**src/rtl/fpu_addsub_issue.sv**
```systemverilog
// Issue/writeback stage around the external fadd/fsub units: a request FIFO feeds the head
// operands to both units, and the selected result is captured into a valid/ready output register.
module fpu_addsub_issue #(
   parameter int DEPTH = 4,
   parameter int TAG_W = 5
) (
   input  logic                      clk,
   input  logic                      rstn,
   input  logic                      req_valid,
   output logic                      req_ready,
   input  logic                      req_op,
   input  logic [31:0]               req_x1,
   input  logic [31:0]               req_x2,
   input  logic [TAG_W-1:0]          req_tag,
   output logic [31:0]               fa_x1,
   output logic [31:0]               fa_x2,
   input  logic [31:0]               add_y,
   input  logic                      add_ovf,
   input  logic [31:0]               sub_y,
   input  logic                      sub_ovf,
   output logic                      res_valid,
   input  logic                      res_ready,
   output logic [31:0]               res_y,
   output logic                      res_ovf,
   output logic [TAG_W-1:0]          res_tag,
   input  logic                      ovf_clr,
   output logic                      ovf_sticky,
   output logic [$clog2(DEPTH):0]    count
);
   localparam int PW = $clog2(DEPTH);
   localparam int CW = PW + 1;
   localparam logic [CW-1:0] FULL_CNT = CW'(DEPTH);
   localparam logic [CW-1:0] ZERO_CNT = CW'(1'b0);

   logic             op_mem_r  [DEPTH];
   logic [31:0]      x1_mem_r  [DEPTH];
   logic [31:0]      x2_mem_r  [DEPTH];
   logic [TAG_W-1:0] tag_mem_r [DEPTH];

   logic [PW-1:0]    wr_ptr_r, rd_ptr_r;
   logic [CW-1:0]    count_r, count_next_s;
   logic             ready_r, res_valid_r, res_ovf_r, sticky_r;
   logic [31:0]      res_y_r;
   logic [TAG_W-1:0] res_tag_r;
   logic             push_s, load_s, sel_ovf_s;
   logic [31:0]      sel_y_s;

   // Handshake decode, result selection by head op, and next occupancy.
   always_comb begin
      push_s    = req_valid && ready_r;
      load_s    = (count_r != ZERO_CNT) && (!res_valid_r || res_ready);
      sel_y_s   = add_y;
      sel_ovf_s = add_ovf;
      if (op_mem_r[rd_ptr_r]) begin
         sel_y_s   = sub_y;
         sel_ovf_s = sub_ovf;
      end else begin
         sel_y_s   = add_y;
         sel_ovf_s = add_ovf;
      end
      case ({push_s, load_s})
         2'b10:   count_next_s = count_r + CW'(1'b1);
         2'b01:   count_next_s = count_r - CW'(1'b1);
         default: count_next_s = count_r;
      endcase
   end

   // FIFO storage; written at the tail on every accepted request.
   always_ff @(posedge clk or negedge rstn) begin
      if (!rstn) begin
         for (int i = 0; i < DEPTH; i++) begin
            op_mem_r[i]  <= 1'b0;
            x1_mem_r[i]  <= 32'h0000_0000;
            x2_mem_r[i]  <= 32'h0000_0000;
            tag_mem_r[i] <= {TAG_W{1'b0}};
         end
      end else if (push_s) begin
         op_mem_r[wr_ptr_r]  <= req_op;
         x1_mem_r[wr_ptr_r]  <= req_x1;
         x2_mem_r[wr_ptr_r]  <= req_x2;
         tag_mem_r[wr_ptr_r] <= req_tag;
      end
   end

   // Pointers, occupancy and the registered ready (so ready never depends on res_ready combinationally).
   always_ff @(posedge clk or negedge rstn) begin
      if (!rstn) begin
         wr_ptr_r <= {PW{1'b0}};
         rd_ptr_r <= {PW{1'b0}};
         count_r  <= ZERO_CNT;
         ready_r  <= 1'b1;
      end else begin
         if (push_s) wr_ptr_r <= wr_ptr_r + PW'(1'b1);
         if (load_s) rd_ptr_r <= rd_ptr_r + PW'(1'b1);
         count_r <= count_next_s;
         ready_r <= (count_next_s != FULL_CNT);
      end
   end

   // Output register: load from the head, otherwise drop valid once consumed; data holds until next load.
   always_ff @(posedge clk or negedge rstn) begin
      if (!rstn) begin
         res_valid_r <= 1'b0;
         res_y_r     <= 32'h0000_0000;
         res_ovf_r   <= 1'b0;
         res_tag_r   <= {TAG_W{1'b0}};
      end else if (load_s) begin
         res_valid_r <= 1'b1;
         res_y_r     <= sel_y_s;
         res_ovf_r   <= sel_ovf_s;
         res_tag_r   <= tag_mem_r[rd_ptr_r];
      end else if (res_ready && res_valid_r) begin
         res_valid_r <= 1'b0;
      end
   end

   // Sticky overflow: a new overflowing load beats a simultaneous clear.
   always_ff @(posedge clk or negedge rstn) begin
      if (!rstn) begin
         sticky_r <= 1'b0;
      end else if (load_s && sel_ovf_s) begin
         sticky_r <= 1'b1;
      end else if (ovf_clr) begin
         sticky_r <= 1'b0;
      end
   end

   assign req_ready  = ready_r;
   assign fa_x1      = x1_mem_r[rd_ptr_r];
   assign fa_x2      = x2_mem_r[rd_ptr_r];
   assign res_valid  = res_valid_r;
   assign res_y      = res_y_r;
   assign res_ovf    = res_ovf_r;
   assign res_tag    = res_tag_r;
   assign ovf_sticky = sticky_r;
   assign count      = count_r;
endmodule

```
**config.mk**
```make
export PLATFORM = sky130hd
export DESIGN_NAME = fpu_addsub_issue
export DESIGN_NICKNAME = d
export VERILOG_FILES = /design/src/rtl/fpu_addsub_issue.sv
export SDC_FILE = /design/constraint.sdc
export NUM_CORES = 1
export LEC_CHECK = 0
export BUFFER_PORTS_ARGS = -buffer_cell sky130_fd_sc_hd__buf_2
export CORE_MARGIN = 5
export CORE_UTILIZATION = 56
export DETAILED_ROUTE_END_ITERATION = 6
export GPL_TIMING_DRIVEN = 1
export PLACE_DENSITY = 0.8
export SYNTH_ARGS = -nofsm -noshare
export SYNTH_HDL_FRONTEND = slang
export SYNTH_SLANG_ARGS = --single-unit
```
**constraint.sdc**
```tcl
create_clock -name clk -period 3.45 [get_ports clk]
set_input_delay 0.69 -clock clk [delete_from_list [all_inputs] [get_ports clk]]
set_output_delay 0.69 -clock clk [all_outputs]
set_load 0.03 [all_outputs]
```
# After elaboration in Yosys (flattened, before gate mapping)
# Cells that the tools add are included.
[word_totals]
ff_bits = 328
input_bits = 141
output_inout_bits = 108
wordCells = 76
[classes]
add_sub_neg = 4
n_lt_le_gt_ge = 3
eq_ne = 3
muxes = 29
bitwise_logic = 2
n_reduce_logical = 10
[op_table]
columns = ["operator", "n"]
rows = [
  ["128-bit bitwise mux", 2],
  ["32-bit two-way mux", 6],
  ["32-bit binary-select mux with 2-bit select", 2],
  ["32-bit demux with 2-bit select", 1],
  ["20-bit bitwise mux", 1],
  ["5-bit two-way mux", 3],
  ["5-bit binary-select mux with 2-bit select", 1],
  ["5-bit demux with 2-bit select", 1],
  ["1-bit two-way mux", 8],
  ["3-bit greater-or-equal comparator, second input constant", 2],
  ["2-bit inverter with 3-bit output", 2],
  ["3-bit case mux with 2 select lines", 1],
  ["1-bit logical AND", 5],
  ["2-bit by 1-bit adder with 2-bit output, second input constant", 2],
  ["4-bit bitwise mux", 1],
  ["2-bit nonzero test", 2],
  ["3-bit by 1-bit adder with 3-bit output, second input constant", 1],
  ["3-bit by 1-bit < comparator with 1-bit output, second input constant", 1],
  ["3-bit != test, second input constant", 1],
  ["3-bit nonzero test", 1],
  ["3-bit by 1-bit subtractor with 3-bit output, second input constant", 1],
  ["1-bit binary-select mux with 2-bit select", 1],
  ["1-bit demux with 2-bit select", 1],
  ["2-bit by 1-bit equality test with 1-bit output, second input constant", 1],
  ["3 further kinds", 3],
]

# Logic depth before layout (Yosys ltp)
[logic_depth]
ltp_word = 7
mapped_depth = 11
ltp_nobuf = 9

# Worst setup path before layout
# OpenSTA, ideal clock, no wires.
[synth_timing]
path_kind = "input -> register"
startpoint = "input port res_ready"
endpoint = "register ready_r (netlist: req_ready)"
setup_ns = 0.082
t_arrival_ns = 2.962
t_required_ns = 3.368
slack_ns = 0.407
path_stages = 11
path_buffers = 2
cell_sequence = "nand2b_1 > nand2_1 > inv_1 > buf_2 > buf_1 > ha_1 > inv_1 > fa_1 > xor2_1 > or3_1 > a211o_1"
[synth_via]
elab_chain_len = 5
word_cells_on_any_way = 6
cone_classes = "3 x eq/ne; 1 x mux; 2 x reduce/logical"
[synth_rtl]
columns = ["item", "line", "text"]
rows = [
  ["start: declaration", "22", "input logic res_ready,"],
  ["1-bit logical OR *", "51", "load_s = (count_r != ZERO_CNT) && (!res_valid_r || res_ready);"],
  ["1-bit logical AND *", "51", ""],
  ["via load_s", "45", "logic push_s, load_s, sel_ovf_s;"],
  ["2-bit by 1-bit equality test with 1-bit output / 2-bit equality test (equally long branches)", "61", "case ({push_s, load_s})"],
  ["3-bit case mux with 2 select lines *", "61", ""],
  ["3-bit != test *", "96", "ready_r <= (count_next_s != FULL_CNT);"],
  ["end signal: assignment", "96", ""],
  ["end: declaration", "42", "logic ready_r, res_valid_r, res_ovf_r, sticky_r;"],
]
# The timed path passes the listed nets; every way through them passes the cells marked *.
# A chain may end at the register's enable or synchronous reset.

# Final worst setup path
[layout_timing]
startpoint = "register rd_ptr_r[0]"
endpoint = "output port fa_x1[9]"
[layout_via]
elab_chain_len = 4
[layout_rtl]
columns = ["item", "line", "text"]
rows = [
  ["start: declaration", "40", "logic [PW-1:0] wr_ptr_r, rd_ptr_r;"],
  ["start signal: assignment", "89", "rd_ptr_r <= {PW{1'b0}};"],
  ["start signal: assignment", "94", "if (load_s) rd_ptr_r <= rd_ptr_r + PW'(1'b1);"],
  ["2-bit inverter with 3-bit output (implied by the code)", "129", "assign fa_x1 = x1_mem_r[rd_ptr_r];"],
  ["32-bit binary-select mux with 2-bit select", "129", ""],
  ["32-bit two-way mux (implied by the code) (2 in series)", "129", ""],
  ["end: declaration", "15", "output logic [31:0] fa_x1,"],
]
# No other way between the ends. The select of a mux whose other input is x is not followed.

==> qor.csv <==
metric;value;unit
status;finished clean;
dieArea;0.0287;mm2
final.setup_skew;0.00921;ns
starting_drt_drc_count;318;
postRouteWirelength;29700;um
core-area;0.0251;mm2
hp-class;input port to async pin;
fp-row-count;58;
critPathLaunchType;flip-flop;
max_slew_margin;49.7;%
leakagePower;7.69;nW
cts_buffer_depth;3;
power.share.sequential;34.9;%
timing.reg2reg.worst_path_depth;3;
cts_setup_buffers;0;
cts-htree-levels;2;
worst-setup-path-type;flip-flop to primary output;
post_drt_wl_per_cell;20.5;um
numPortBuffers;248;
count_of_warnings_emitted_by_yosys;0;
routed_via_density;5.58;
drc;0;
post_cts_hold_buffer_count;0;
setup_viol_count_final;0;
power_switching_share;36.6;%
crit_required;2.76;ns
detailedRoute.firstPassIterationCount;4;
nets;1239;
worst_slack;0.477;ns
dr_total_vias;8078;
critical_path.endpoint_type;primary output;
dieWidth;169;um
yosysSeqAreaShare;57.7;%
cts_tree;built;
mapped_cell_area;0.0142;mm2
pin_count_of_the_biggest_net_entering_global_routing;90;
power_report.internal_total;12.5;mW
cts.root.buffer_cell;clkbuf_16;
grt.overflow.total;0;
post-place-ws;0.839;ns
vias_in_the_first_global_route;9027;
die_h;169;um
detailed_placement_hpwl;19800;um
initial_utilization;56.7;%
post_synth_inst_count;838;
final_util;68.5;%
setup_tns;0;ns
clock_latency;0.50;ns
max-cap-violations;0;
clock_power_share;18.8;%
finalHoldViolations;0;
gp_congestion;0.744;
register_bit_count_reported_by_yosys;328;
cts.reportedPaths.clkPinSlew;0.06;ns
post_route_cells_drive_above_1_share;67.4;%
postSynthAreaPerCell;17.0;um2
crit_path_cell_trace;buf_12 > mux4_2 > buf_2;
postSynthNetCount;985;
slowest_stage;dfrtp_4;
max_ir_drop_vdd;0.793;mV
max_slew.worst_pin.slew;0.754;ns
period_needed;2.97;ns
nFillCells;1751;
maxClockFrequency;336;MHz
worst_ep_arrival_time;2.28;ns
timing.final.crit_share;86.2;%
cp_slowest_stage_delay;0.66;ns
cts-buffers-inserted;35;
switchingPower;7.23;mW
io_pins;249;
power.share.combinational;46.3;%
grt_util_all_layers;21.3;%
area.growth.synth_to_final;20.8;%
path_max_fanout;33;
numClockSinks;328;
antenna_left;0;
library_cells_used_by_synthesis;22;
cp-startpoint;rd_ptr_r[0]$_DFFE_PN0P_;
rsz0062_at_grt;false;
report.final.slew_viol_count;0;
antenna_found_initial;4;
first_pass_grt_wire_length;49200;um
hold_ws;0.195;ns
number_of_gates_resized_after_cts;0;
pwr_density_cell;1150;mW/mm2
rr_startpoint;rd_ptr_r[0]$_DFFE_PN0P_;
area by class of cell:
class,instances,area [um2],share of cell area [%]
Multi-Input combinational cell,449,5810,33.8
Antenna cell,1,2.50,0.0146
Clock buffer,52,1080,6.28
Timing Repair Buffer,270,1550,9.04
Clock inverter,10,88.8,0.517
Tap cell,330,413,2.40
Sequential cell,328,8220,47.8
Inverter,8,30.0,0.175
registers in the layout, summed over array words and instances, names as in the netlist, 2 cells and up:
| name | flops |
|---|---|
| count | 3 |
| op_mem_r | 4 |
| rd_ptr_r | 2 |
| res_tag | 5 |
| res_y | 32 |
| tag_mem_r | 20 |
| wr_ptr_r | 2 |
| x1_mem_r | 128 |
| x2_mem_r | 128 |
worst paths after layout:
check / slack, ns / to
worst min register to register: 0.50 / x1_mem_r[115]$_DFFE_PN0P_
worst min-delay path: 0.20 / x2_mem_r[76]$_DFFE_PN0P_
max in group asynchronous: 2.44 / x1_mem_r[38]$_DFFE_PN0P_
min in group clk: 0.40 / ovf_sticky$_DFFE_PN0P_
worst max-delay path: 0.48 / fa_x1[9]
worst max register to register: 1.07 / res_y[19]$_DFFE_PN0P_
cells in the mapped netlist:
| cell type | instances | share of area [%] |
|---|---|---|
| a211o_1 | 1 | 0.062 |
| xor2_1 | 1 | 0.062 |
| mux2_1 | 3 | 0.24 |
| nand2b_1 | 2 | 0.088 |
| o21ai_0 | 1 | 0.035 |
| o22ai_1 | 1 | 0.044 |
| dfrtp_1 | 327 | 57 |
| buf_1 | 3 | 0.079 |
| inv_1 | 8 | 0.21 |
| buf_6 | 4 | 0.32 |
| xnor2_1 | 4 | 0.25 |
| mux2_2 | 347 | 27 |
| or3_1 | 2 | 0.088 |
| mux4_2 | 70 | 11 |
| ha_1 | 5 | 0.44 |
| clkbuf_1 | 39 | 1.0 |
| nand3_1 | 5 | 0.18 |
| nand2_1 | 3 | 0.079 |
| dfstp_2 | 1 | 0.18 |
| mux2i_1 | 3 | 0.21 |
| buf_2 | 7 | 0.25 |
| fa_1 | 1 | 0.14 |
layer usage:
metal	GRT usage [%]	wire length, um
met2	37.0	15200
met4	4.97	623
met5	0	41
met3	4.89	1820
met1	27.7	12000
layout by cell type (no fill, tap or decap), types with 2 or more instances in the layout:
| master | instances |
|---|---|
| buf_12 | 11 |
| buf_2 | 247 |
| buf_4 | 11 |
| clkbuf_1 | 3 |
| clkbuf_16 | 35 |
| clkbuf_8 | 14 |
| clkinv_2 | 5 |
| dfrtp_1 | 325 |
| dfrtp_4 | 2 |
| ha_1 | 5 |
| inv_1 | 8 |
| inv_6 | 3 |
| mux2_1 | 3 |
| mux2_2 | 347 |
| mux2i_1 | 3 |
| mux4_2 | 70 |
| nand2_1 | 3 |
| nand2b_1 | 2 |
| nand3_4 | 4 |
| or3_1 | 2 |
| xnor2_1 | 4 |
critical path, delay by kind of cell, from the launching register on:
kind                   cells  cell delay, ns
flip-flops                 1            0.66
buffers and inverters      2            0.52
multiplexers               1            0.56
cell families (layout without fill, tap and decap cells):
kind of cell	count (synthesis)	after routing	synth area share [%]
xor gates and xnor gates	5	5	0.308
and+or+nand+nor	12	12	0.431
adders and majority gates	6	6	0.580
DFF	328	328	57.7
buffers and inverters	61	340	1.88
other	0	1	0
AOI/OAI and AO/OA	3	3	0.141
muxes	423	423	39.0
power by group through the flow:
stage / clock, mW / sequential [mW] / combinational, mW
4_1_cts: 3.81 / 6.90 / 9.32
6_report: 3.72 / 6.90 / 9.15
3_3_place_gp: 0 / 6.85 / 9.08
5_1_grt: 3.99 / 7.15 / 9.80
2_1_floorplan: 0 / 7.04 / 6.71
3_5_place_dp: 0 / 6.94 / 9.28
through the flow:
step / cells / instance area [um2] / power [mW]
floorplan: 838 / 14200 / 13.7
global placement: 1385 / 16000 / 15.9
detailed placement: 1385 / 16000 / 16.2
CTS: 1447 / 17200 / 20.0
global route: 1448 / 17200 / 20.9
finish: 1448 / 17200 / 19.8
Power figures use the tool's default switching activity.
